## config.mk

```make
export PLATFORM = sky130hd
export DESIGN_NAME = hall_call_reg
export DESIGN_NICKNAME = d
export VERILOG_FILES = /design/src/rtl/elevator_pkg.sv /design/src/rtl/btn_debounce.sv /design/src/rtl/hall_call_reg.sv
export SDC_FILE = /design/constraint.sdc
export NUM_CORES = 1
export LEC_CHECK = 0
export ABC_AREA = 1
export CAP_MARGIN = 10
export CORE_ASPECT_RATIO = 0.5
export CORE_MARGIN = 2
export CORE_UTILIZATION = 56
export DETAILED_ROUTE_END_ITERATION = 6
export PLACE_DENSITY_LB_ADDON = 0.1
export SLEW_MARGIN = 20
export SYNTH_ARGS = -nofsm -noshare
export SYNTH_HDL_FRONTEND = slang
export SYNTH_SLANG_ARGS = --single-unit
```

## constraint.sdc

```tcl
create_clock -name clk_1khz -period 6.1 [get_ports clk_1khz]
set_clock_uncertainty 0.1 [all_clocks]
set_input_delay 1.22 -clock clk_1khz [delete_from_list [all_inputs] [get_ports clk_1khz]]
set_output_delay 1.22 -clock clk_1khz [all_outputs]
set_load 0.1 [all_outputs]
```

## src/rtl/elevator_pkg.sv

```systemverilog
// Shared elevator-controller definitions: display code layout, direction
// decoding and the floor-index width helper.
package elevator_pkg;

    // Per-floor display code for the scan display
    localparam int              DISP_W          = 5;
    localparam logic [4:0]      DISP_BLANK      = 5'b00000;
    localparam int              DISP_UP_BIT     = 0;
    localparam int              DISP_DN_BIT     = 1;
    localparam logic [4:0]      DISP_FLOOR_BASE = 5'b10000;

    // Car travel commitment as seen by the call register
    typedef enum logic [1:0] {
        DIR_IDLE = 2'b00,
        DIR_UP   = 2'b01,
        DIR_DN   = 2'b10
    } dir_e;

    // Width of a floor index; never narrower than one bit
    function automatic int floor_w(input int n);
        if (n <= 2) begin
            return 1;
        end
        return $clog2(n);
    endfunction

    // Both direction lines equal (both low or both high) means idle
    function automatic dir_e decode_dir(input logic up, input logic dn);
        if (up && !dn) begin
            return DIR_UP;
        end
        if (dn && !up) begin
            return DIR_DN;
        end
        return DIR_IDLE;
    endfunction

endpackage

```

## src/rtl/btn_debounce.sv

```systemverilog
// One hall button: 2-flop synchroniser, stability counter, accepted level
// and a one-cycle pulse on each accepted press.
module btn_debounce #(
    parameter int DEBOUNCE = 20
) (
    input  logic i_clk,
    input  logic i_rst,
    input  logic i_btn,
    output logic o_rise
);

    localparam int            CW       = (DEBOUNCE > 2) ? $clog2(DEBOUNCE) : 1;
    localparam logic [CW-1:0] CNT_LAST = CW'(DEBOUNCE - 1);

    logic          r_sync1;
    logic          r_sync2;
    logic          r_stable;
    logic          r_stable_d;
    logic [CW-1:0] r_cnt;

    // Bring the raw button into the clock domain
    always_ff @(posedge i_clk or posedge i_rst) begin
        if (i_rst) begin
            r_sync1 <= 1'b0;
            r_sync2 <= 1'b0;
        end else begin
            r_sync1 <= i_btn;
            r_sync2 <= r_sync1;
        end
    end

    // Accept a new level only after it has differed from the stable one for DEBOUNCE edges
    always_ff @(posedge i_clk or posedge i_rst) begin
        if (i_rst) begin
            r_cnt    <= '0;
            r_stable <= 1'b0;
        end else if (r_sync2 != r_stable) begin
            if (r_cnt == CNT_LAST) begin
                r_stable <= r_sync2;
                r_cnt    <= '0;
            end else begin
                r_cnt <= r_cnt + 1'b1;
            end
        end else begin
            r_cnt <= '0;
        end
    end

    // Delayed copy of the stable level for rise detection
    always_ff @(posedge i_clk or posedge i_rst) begin
        if (i_rst) begin
            r_stable_d <= 1'b0;
        end else begin
            r_stable_d <= r_stable;
        end
    end

    assign o_rise = r_stable & ~r_stable_d;

endmodule

```

## src/rtl/hall_call_reg.sv

```systemverilog
// Hall-call register: debounces up/down hall buttons for every floor,
// latches presses as pending calls, clears them when the car serves the
// floor, and exports dispatcher summaries and display codes.
module hall_call_reg
    import elevator_pkg::*;
#(
    parameter int FLOORS   = 4,
    parameter int DEBOUNCE = 20,
    parameter int FLW      = floor_w(FLOORS)
) (
    input  logic                clk_1khz,
    input  logic                rst,
    input  logic [FLOORS-1:0]   btn_up,
    input  logic [FLOORS-1:0]   btn_dn,
    input  logic [FLW-1:0]      cur_floor,
    input  logic                door_open,
    input  logic                dir_up,
    input  logic                dir_dn,
    output logic [FLOORS-1:0]   call_up,
    output logic [FLOORS-1:0]   call_dn,
    output logic                any_above,
    output logic                any_below,
    output logic [5*FLOORS-1:0] disp
);

    logic [FLOORS-1:0] w_rise_up;
    logic [FLOORS-1:0] w_rise_dn;
    logic [FLOORS-1:0] w_here;
    logic [FLOORS-1:0] w_clr_up;
    logic [FLOORS-1:0] w_clr_dn;
    logic [FLOORS-1:0] r_call_up;
    logic [FLOORS-1:0] r_call_dn;
    logic [31:0]       w_cur_ext;
    logic              w_floor_ok;
    dir_e              w_dir;
    logic [DISP_W-1:0] w_code [FLOORS];
    logic              w_unused;

    // Top floor has no up button and ground has no down button
    assign w_unused = btn_up[FLOORS-1] ^ btn_dn[0];

    for (genvar g = 0; g < FLOORS; g++) begin : g_floor
        if (g < FLOORS - 1) begin : g_up
            btn_debounce #(.DEBOUNCE(DEBOUNCE)) u_deb (
                .i_clk  (clk_1khz),
                .i_rst  (rst),
                .i_btn  (btn_up[g]),
                .o_rise (w_rise_up[g])
            );
        end else begin : g_up_none
            assign w_rise_up[g] = 1'b0;
        end

        if (g > 0) begin : g_dn
            btn_debounce #(.DEBOUNCE(DEBOUNCE)) u_deb (
                .i_clk  (clk_1khz),
                .i_rst  (rst),
                .i_btn  (btn_dn[g]),
                .o_rise (w_rise_dn[g])
            );
        end else begin : g_dn_none
            assign w_rise_dn[g] = 1'b0;
        end

        assign disp[g*DISP_W +: DISP_W] = w_code[g];
    end

    assign w_cur_ext  = 32'(cur_floor);
    assign w_floor_ok = (w_cur_ext < 32'(FLOORS));
    assign w_dir      = decode_dir(dir_up, dir_dn);

    // Service clear: door open at a floor clears the call(s) matching the travel direction
    always_comb begin
        w_here   = '0;
        w_clr_up = '0;
        w_clr_dn = '0;
        for (int f = 0; f < FLOORS; f++) begin
            w_here[f]   = door_open && w_floor_ok && (w_cur_ext == 32'(f));
            w_clr_up[f] = w_here[f] && (w_dir != DIR_DN);
            w_clr_dn[f] = w_here[f] && (w_dir != DIR_UP);
        end
    end

    // Latch presses; a clear on the same edge drops the press since it is already being served
    always_ff @(posedge clk_1khz or posedge rst) begin
        if (rst) begin
            r_call_up <= '0;
            r_call_dn <= '0;
        end else begin
            for (int f = 0; f < FLOORS; f++) begin
                if (w_clr_up[f]) begin
                    r_call_up[f] <= 1'b0;
                end else if (w_rise_up[f]) begin
                    r_call_up[f] <= 1'b1;
                end
                if (w_clr_dn[f]) begin
                    r_call_dn[f] <= 1'b0;
                end else if (w_rise_dn[f]) begin
                    r_call_dn[f] <= 1'b1;
                end
            end
            r_call_up[FLOORS-1] <= 1'b0;
            r_call_dn[0]        <= 1'b0;
        end
    end

    assign call_up = r_call_up;
    assign call_dn = r_call_dn;

    // Dispatcher summaries; calls at the car's own floor count toward neither side
    always_comb begin
        any_above = 1'b0;
        any_below = 1'b0;
        if (w_floor_ok) begin
            for (int f = 0; f < FLOORS; f++) begin
                if (r_call_up[f] || r_call_dn[f]) begin
                    if (32'(f) > w_cur_ext) begin
                        any_above = 1'b1;
                    end
                    if (32'(f) < w_cur_ext) begin
                        any_below = 1'b1;
                    end
                end
            end
        end
    end

    // Per-floor display code built from the latched calls
    always_comb begin
        for (int f = 0; f < FLOORS; f++) begin
            w_code[f]              = DISP_BLANK;
            w_code[f][DISP_UP_BIT] = r_call_up[f];
            w_code[f][DISP_DN_BIT] = r_call_dn[f];
        end
    end

endmodule

```

==> results.toml <==
[hold_path]
min_path_type = "flop to flop"
hold_start = "g_floor[2].g_dn.u_deb.r_sync1$_DFF_PP0_"
hold_depth = 0
whs_endpoint = "g_floor[2].g_dn.u_deb.r_sync2$_DFF_PP0_"

[clock_tree]
clk_transition_reported_paths_ns = 0.06
cts_buffer_depth = 2
cts_max_level = 3
cts-root-buf = "clkbuf_8"
cts_hold_buf = 0
clock_latency_ns = 0.33
clock_sinks = 60
numCtsBuffers = 9
post_cts_resized = 0
cts_setup_buffers = 0
tritoncts = "done"

[placement]
dpl.cell_count = 390
dp_slack_ns = 1.44
place_area_um2 = 2920
port_buffers = 26
place_hpwl_mm = 2.96
place.gp.congestion = 0.785

[critical_path]
crit_required_ns = 4.78
crit_path_start_kind = "input port"
rr_endpoint = "g_floor[1].g_dn.u_deb.r_cnt[3]$_DFF_PP0_"
critPathArrivalTime_ns = 3.35
reg2reg_slack_ns = 4.86
crit_fanout = 6
critical_path_class = "input port to primary output"
r2r_cells = 6
crit_path_end_kind = "primary output"
r2r_start = "g_floor[1].g_dn.u_deb.r_cnt[0]$_DFF_PP0_"

[final_layout]
postLayoutCellArea_um2 = 3090
area_growth_syn_to_layout_pct = 15.6
final_util_pct = 68.9
fin_cells = 404
nNetsFinal = 356
drive_above_1_share_pct = 7.10
antenna_cells = 0

[grt]
antenna_found_initial = 0
grt_usage_pct = 18.9
grt_max_degree = 61
grt_overflow = 0
grt_pass1_wl_mm = 7.24
grt_pass1_vias = 1751

[detailed_routing]
vias_per_cell = 4.62
first_iter_violations = 66
dr.pass1.iters = 4
routedWlPerCell_um = 10.0
drt-total-wl_mm = 4.05
route.antenna.remaining_nets = 0
via_count = 1865
drc = 0

[sta]
hold_violations = 0
fin_tns_setup_ns = 0
period_share_pct = 76.6
setup_viol_count_final = 0
rsz0062_at_grt = "no"
slew_viol_final = 0
relSlewSlack_pct = 34.9
whs_ns = 0.247
tightest_slew_ns = 0.973
max_freq_mhz = 214
finalCriticalPeriod_ns = 4.67
fin_ws_ns = 1.43

[logic_synthesis]
synth_ff_type = "dfrtp_1"
syn_area_um2 = 2670
synth.most_common_cell = "nor2_1"
syn-mean-instance-area_um2 = 8.80
ys_ff_latch = 60
synth_edf_count = 0
yosysWarnings = 0
synth-async-reset-ratio_pct = 100
synthTopCellsByCount = "nor2_1, dfrtp_1, nand2_1"
synth.distinct_cells = 21
synth.area.top_cells = "dfrtp_1, nor2_1, nand2_1"
ys_seq_area_share_pct = 56.2
syn_inst = 304
synth_top_area_share_pct = 56.2
synth_top_area_cell = "dfrtp_1"

[floorplan]
rows = 17
ioPinCount = 45
start_util_pct = 59.6
die_h_um = 52.9
dieArea_um2 = 5380
die_width_um = 102
core_area_um2 = 4490

[pwr]
p_per_area_nw_per_um2 = 270
seqPwrFrac_pct = 50.7
swShare_pct = 26.9
power_switching_uw = 224
peakVddDrop_mv = 0.192
p_int_uw = 609
power_frac_comb_pct = 12.0
clockPowerShare_pct = 37.3
totalPowerFinal_uw = 833
p_leak_nw = 1.64

[run_status]
status = "finished, final reports clean"

[job]
drv_cap = 0
==> cell usage in the layout, fill, tap and decap left out, drive strengths merged, types with 6 or more instances in the layout <==
| cell | synthesis | final |
|---|---|---|
| clkdlybuf4s50 | 0 | 26 |
| ha | 6 | 6 |
| conb | 1 | 16 |
| inv | 44 | 44 |
| xnor2 | 6 | 6 |
| nor2 | 67 | 67 |
| o21ai | 7 | 7 |
| clkbuf | 0 | 12 |
| nand3 | 23 | 23 |
| dfrtp | 60 | 60 |
| nand2 | 55 | 55 |
==> sequential cells by signal, summed over array words and instances (netlist names) <==
name,count
g_floor.g_up.u_deb.r_stable_d,3
call_dn,3
g_floor.g_up.u_deb.r_cnt,15
g_floor.g_up.u_deb.r_stable,3
g_floor.g_up.u_deb.r_sync2,3
g_floor.g_dn.u_deb.r_sync2,3
g_floor.g_dn.u_deb.r_stable,3
g_floor.g_dn.u_deb.r_stable_d,3
call_up,3
g_floor.g_dn.u_deb.r_cnt,15
g_floor.g_up.u_deb.r_sync1,3
g_floor.g_dn.u_deb.r_sync1,3
==> final cells by class <==
class,count,area [um^2]
repair buffers,27,268
inverters,44,165
clock inverters,2,10.0
fillers,364,1400
multi-input cells,193,898
clock buffers,12,165
well taps,66,82.6
flip-flops and latches,60,1500
==> power by group through the flow <==
stage	registers [mW]	logic [mW]	clock network (mW)
6_report	0.423	0.0996	0.311
5_1_grt	0.424	0.109	0.340
4_1_cts	0.423	0.101	0.322
3_5_place_dp	0.430	0.100	0
3_3_place_gp	0.429	0.0990	0
2_1_floorplan	0.430	0.0878	0
==> worst max-delay path by stage <==
stage,startpoint,end,slack [ns],depth (start not counted)
after CTS,cur_floor[1],any_above,1.44,7
after floorplan,cur_floor[1],any_above,2.62,5
after detailed placement,cur_floor[1],any_above,1.44,7
after global placement,cur_floor[1],any_above,1.48,7
after global routing,cur_floor[1],any_above,1.33,7
final,cur_floor[1],any_above,1.43,7
==> critical path, stage by stage <==
cell	delay, ns
clkdlybuf4s50_1	0.52
nor2_1	0.22
nand2_1	0.08
nand2_1	0.06
nand2_1	0.04
nand2_1	0.07
clkdlybuf4s50_1	1.13
==> kinds of logic after synthesis <==
group	after synthesis	synth area share (%)
other	1	0.140
DFF	60	56.2
and+or+nand+nor	148	22.8
xor gates and xnor gates	8	2.62
buffers and inverters	66	12.4
adders and majority gates	6	2.81
AOI/OAI and AO/OA	15	3.09
==> per-layer routing <==
metal / part of all wire (%) / global-route usage (%) / vias up
li1: - / - / 950
met1: 45 / 21.4 / 858
met2: 47 / 31.0 / 50
met3: 6.3 / 8.72 / 7
met4: 1.4 / 8.56 / 0
met5: 0 / 0 / -
No activity file was read; power rests on OpenSTA's default activity.
